==> src/rtl/ks_sum_pipe.sv <==
// ks_sum_pipe: final Kogge-Stone prefix level, sum/carry formation and a
// two-entry (output + skid) elastic output stage.
// Optional feature: define KS_OVF_EN to add the registered o_ovf output.
module ks_sum_pipe (
    input  logic        i_clk,
    input  logic        i_rst,
    input  logic        i_valid,
    output logic        o_ready,
    input  logic        i_c0,
    input  logic [12:0] i_pk,
    input  logic [15:0] i_gk,
    input  logic [15:0] i_p_save,
    output logic        o_valid,
    input  logic        i_ready,
    output logic [15:0] o_sum,
`ifdef KS_OVF_EN
    output logic        o_ovf,
`endif
    output logic        o_cout
);

`ifdef KS_OVF_EN
    localparam int RW = 18;  // {ovf, cout, sum}
`else
    localparam int RW = 17;  // {cout, sum}
`endif

    typedef enum logic [1:0] {EMPTY, ONE, FULL} state_t;

    state_t          state_q, state_d;
    logic            ready_q, ready_d;
    logic [RW-1:0]   out_q, skid_q, res_new;
    logic [15:0]     g_fin, carry, sum_new;
    logic            accept, drain, load_out, load_skid, sel_skid;

    // Last prefix level (span 8) and sum formation; c0 is already folded
    // into the group generates upstream, so G[i-1] is the carry into bit i.
    always_comb begin
        g_fin = i_gk;
        for (int i = 8; i < 16; i++)
            g_fin[i] = i_gk[i] | (i_pk[i-3] & i_gk[i-8]);
        carry    = {g_fin[14:0], i_c0};
        sum_new  = i_p_save ^ carry;
`ifdef KS_OVF_EN
        res_new  = {carry[15] ^ g_fin[15], g_fin[15], sum_new};
`else
        res_new  = {g_fin[15], sum_new};
`endif
    end

    assign accept = i_valid & ready_q;
    assign drain  = (state_q != EMPTY) & i_ready;

    // Skid control: next state and which register loads on this edge.
    always_comb begin
        state_d   = state_q;
        load_out  = 1'b0;
        load_skid = 1'b0;
        sel_skid  = 1'b0;
        case (state_q)
            EMPTY: if (accept) begin
                state_d  = ONE;
                load_out = 1'b1;
            end
            ONE: begin
                if (accept && !drain) begin
                    state_d   = FULL;
                    load_skid = 1'b1;
                end else if (!accept && drain) begin
                    state_d = EMPTY;
                end else if (accept && drain) begin
                    load_out = 1'b1;
                end
            end
            FULL: if (drain) begin
                state_d  = ONE;
                load_out = 1'b1;
                sel_skid = 1'b1;
            end
            default: state_d = EMPTY;
        endcase
        // ready is registered so downstream i_ready never reaches o_ready
        ready_d = (state_d != FULL);
    end

    // State and registered ready; ready stays low through reset.
    always_ff @(posedge i_clk or posedge i_rst) begin
        if (i_rst) begin
            state_q <= EMPTY;
            ready_q <= 1'b0;
        end else begin
            state_q <= state_d;
            ready_q <= ready_d;
        end
    end

    // Output and skid data registers.
    always_ff @(posedge i_clk or posedge i_rst) begin
        if (i_rst) begin
            out_q  <= '0;
            skid_q <= '0;
        end else begin
            if (load_out)  out_q  <= sel_skid ? skid_q : res_new;
            if (load_skid) skid_q <= res_new;
        end
    end

    assign o_ready = ready_q;
    assign o_valid = (state_q != EMPTY);
    assign o_sum   = out_q[15:0];
    assign o_cout  = out_q[16];
`ifdef KS_OVF_EN
    assign o_ovf   = out_q[17];
`endif

endmodule

==> config.mk <==
export PLATFORM = sky130hd
export DESIGN_NAME = ks_sum_pipe
export DESIGN_NICKNAME = d
export VERILOG_FILES = /design/src/rtl/ks_sum_pipe.sv
export SDC_FILE = /design/constraint.sdc
export NUM_CORES = 1
export LEC_CHECK = 0
export BUFFER_PORTS_ARGS = -buffer_cell sky130_fd_sc_hd__buf_2
export CAP_MARGIN = 5
export CORE_MARGIN = 2
export CORE_UTILIZATION = 52
export DETAILED_ROUTE_END_ITERATION = 8
export PLACE_DENSITY = 0.86
export SYNTH_ARGS = -nofsm -noshare
export SYNTH_HDL_FRONTEND = slang
export SYNTH_SLANG_ARGS = --single-unit
==> constraint.sdc <==
create_clock -name i_clk -period 2.7 [get_ports i_clk]
set_clock_uncertainty 0.1 [all_clocks]
set_input_delay 0.54 -clock i_clk [delete_from_list [all_inputs] [get_ports i_clk]]
set_output_delay 0.54 -clock i_clk [all_outputs]
set_load 0.05 [all_outputs]
==> results.sh <==
export IMPL_relSlewSlack_pct=57.3
export IMPL_finalWorstSetupSlack_ns=0.776
export IMPL_timing_rr_end="out_q[12]$_DFFE_PP0P_"
export IMPL_pre_cts_ws_ns=0.584
export IMPL_finalPower_w=0.00257
export IMPL_powerDensity_nw_per_um2=1160
export IMPL_yosysUniqueCellTypes=27
export IMPL_hold_viol=0
export IMPL_fin_area_um2=2220
export IMPL_r2r_slack_ns=0.79
export IMPL_crit_path_end_kind="output pin"
export IMPL_synth_cells=156
export IMPL_routedWlPerCell_um=13.9
export IMPL_rsz0062_at_grt="false"
export IMPL_syn_to_final_growth_pct=23.2
export IMPL_p_clk_share_pct=12.8
export IMPL_dp_cells=261
export IMPL_finalCriticalPeriod_ns=1.92
export IMPL_ant_nets=0
export IMPL_worst_slew_pin_slew_ns=0.640
export IMPL_fin_crit_sh_pct=71.3
export IMPL_power_switching_w=0.00119
export IMPL_power_share_switching_pct=46.4
export IMPL_setup_tns_final_ns=0
export IMPL_start_util_pct=54.0
export IMPL_max_clock_freq_mhz=520
export IMPL_wl_mm=3.75
export IMPL_intPower_w=0.00138
export IMPL_synth_area_um2=1800
export IMPL_startpoint_type="register"
export IMPL_coreArea_um2=3340
export IMPL_dr_pass1_iters=4
export IMPL_clkLatencyLatePin_ns=0.32
export IMPL_drc_errors=0
export IMPL_arrival_ns=1.28
export IMPL_maxSlewViolCount=0
export IMPL_cts_buffers=5
export IMPL_cts_root_buf="clkbuf_4"
export IMPL_status="completed"
export IMPL_postCtsHoldBufs=0
export IMPL_core_rowCount=21
export IMPL_yosys_warnings=0
export IMPL_ys_seq_area_share_pct=51.4
export IMPL_drv_cap=0
export IMPL_gp_congestion=0.797
export IMPL_dpl_hpwl_mm=2.75
export IMPL_drive_gt1_share_pct=41.3
export IMPL_dieArea_um2=3950
export IMPL_seq_power_share_pct=37.7
export IMPL_cts_buffer_depth=2
export IMPL_path_clk_slew_ns=0.11
export IMPL_final_cells=269
export IMPL_reg2regPathDepth=3
export IMPL_setup_viol=0
export IMPL_grt_pass1_vias=1317
export IMPL_path_class="register to output pin"
export IMPL_power_frac_comb_pct=49.5
export IMPL_vias=1441
export IMPL_grt_pass1_wl_mm=5.92
export IMPL_cp_data_required_time_ns=2.06
export IMPL_ys_seq_elements=37
export IMPL_io_buffers=63
export IMPL_syn_num_nets=206
export IMPL_grtUsageTotal_pct=19.0
export IMPL_io_pins=69
export IMPL_post_cts_resized=0
export IMPL_die_w_um=62.9
export IMPL_worstReg2RegStart="state_q[1]$_DFF_PP0_"
export IMPL_drtIter0Drc=60
export IMPL_antenna_found_initial=0
export IMPL_irDropWorstVdd_mv=0.653
export IMPL_placed_cell_area_um2=2150
export IMPL_finalNetCount=272
export IMPL_crit_path_max_fanout=8
export IMPL_worstHoldPathType="primary input to async pin"
export IMPL_syn_avg_cell_area_um2=11.5
export IMPL_viasPerCell=5.36
export IMPL_cts_tree="built"
export IMPL_num_antenna_cells=0
export IMPL_die_y_um=62.9
export IMPL_cts_setup_buffers=0
export IMPL_cts_sinks=37
export IMPL_grt_max_degree=38
export IMPL_grt_overflow=0
export IMPL_cts_max_level=2
export IMPL_leakagePower_nw=1.04
[critical path: stages (launching register included)]
cell     delay, ns
dfrtp_1       0.45
or2_2         0.30
buf_2         0.21
[kinds of logic after synthesis]
| group | share of synthesized area, % |
|---|---|
| AO/OA/AOI/OAI | 21.9 |
| flip-flops | 51.4 |
| AND/OR/NAND/NOR | 9.31 |
| buffers and inverters | 4.72 |
| XOR/XNOR | 7.78 |
| multiplexers | 4.93 |
[worst max-delay path by stage]
stage	from	end	slack, ns	cells after the start
after CTS	state_q[1]$_DFF_PP0_	o_valid	0.76	2
after global routing	state_q[1]$_DFF_PP0_	o_valid	0.72	2
after detailed placement	i_ready	out_q[12]$_DFFE_PP0P_	0.58	5
after floorplan	o_ready$_DFF_PP0_	out_q[16]$_DFFE_PP0P_	1.05	4
after global placement	i_ready	out_q[9]$_DFFE_PP0P_	0.60	5
final	state_q[1]$_DFF_PP0_	o_valid	0.78	2
[synth_stat cells]
master	instances	area share (%)
dfrtp_1	37	51
a21oi_1	29	8.1
xnor2_1	16	7.8
inv_1	12	2.5
a221oi_2	10	8.3
nor2_1	10	2.1
a221o_1	7	3.9
and2_0	7	2.4
mux2_1	4	2.5
mux2_2	3	1.9
and3b_1	2	0.97
buf_2	2	0.56
buf_4	2	0.83
o22ai_1	2	0.69
a21oi_4	1	0.90
and2b_1	1	0.42
buf_6	1	0.62
clkbuf_1	1	0.21
mux2i_1	1	0.56
nand2_1	1	0.21
nand2b_1	1	0.35
nand2b_2	1	0.49
nand3b_1	1	0.42
nand3b_2	1	0.62
nor2_2	1	0.35
nor2_4	1	0.62
or2_2	1	0.35
[registers in the layout, summed over array words and instances, names as in the netlist]
| register | flops |
|---|---|
| o_ready | 1 |
| out_q | 17 |
| skid_q | 17 |
| state_q | 2 |
[power by group through the flow]
stage | combinational (W) | sequential [W] | clock, W
detailed placement | 0.00128 | 0.000973 | 0
finish | 0.00127 | 0.000969 | 0.000329
floorplan | 0.000573 | 0.00140 | 0
global placement | 0.00125 | 0.000964 | 0
CTS | 0.00128 | 0.000966 | 0.000336
global route | 0.00136 | 0.000994 | 0.000367
[placed cells by master (no fill, tap or decap), drive strengths merged]
cell / n
and2b: 1
xnor2: 16
buf: 65
o22ai: 2
mux2: 7
dfrtp: 37
clkbuf: 7
clkinv: 1
mux2i: 1
a221o: 7
nand3b: 2
nor2: 12
a21oi: 30
inv: 12
nand2b: 2
and2: 7
nand2: 1
a221oi: 10
or2: 1
and3b: 2
[through the flow]
| stage | utilization, % | hold slack, ns |
|---|---|---|
| 6_report | 66.5 | 0.183 |
| 3_3_place_gp | 64.4 | 0.360 |
| 2_1_floorplan | - | 0.351 |
| 3_5_place_dp | 64.4 | 0.369 |
| 4_1_cts | 66.5 | 0.198 |
| 5_1_grt | 66.5 | 0.222 |
[layout make-up]
type	count	area (um2)
clock buffers	7	65.1
clock inverters	1	5.00
fillers	266	1120
inverters	12	45.0
multi-input cells	101	791
flip-flops and latches	37	926
well taps	46	57.6
repair buffers	65	330
[per-layer routing]
metal	GRT usage (%)	vias up	share of wire, %
met5	0	-	0
met4	5.56	0	0.99
met3	6.13	5	7.4
met2	29.1	66	47
met1	25.7	680	45
li1	-	690	-
(Power assumes the default switching activity.)
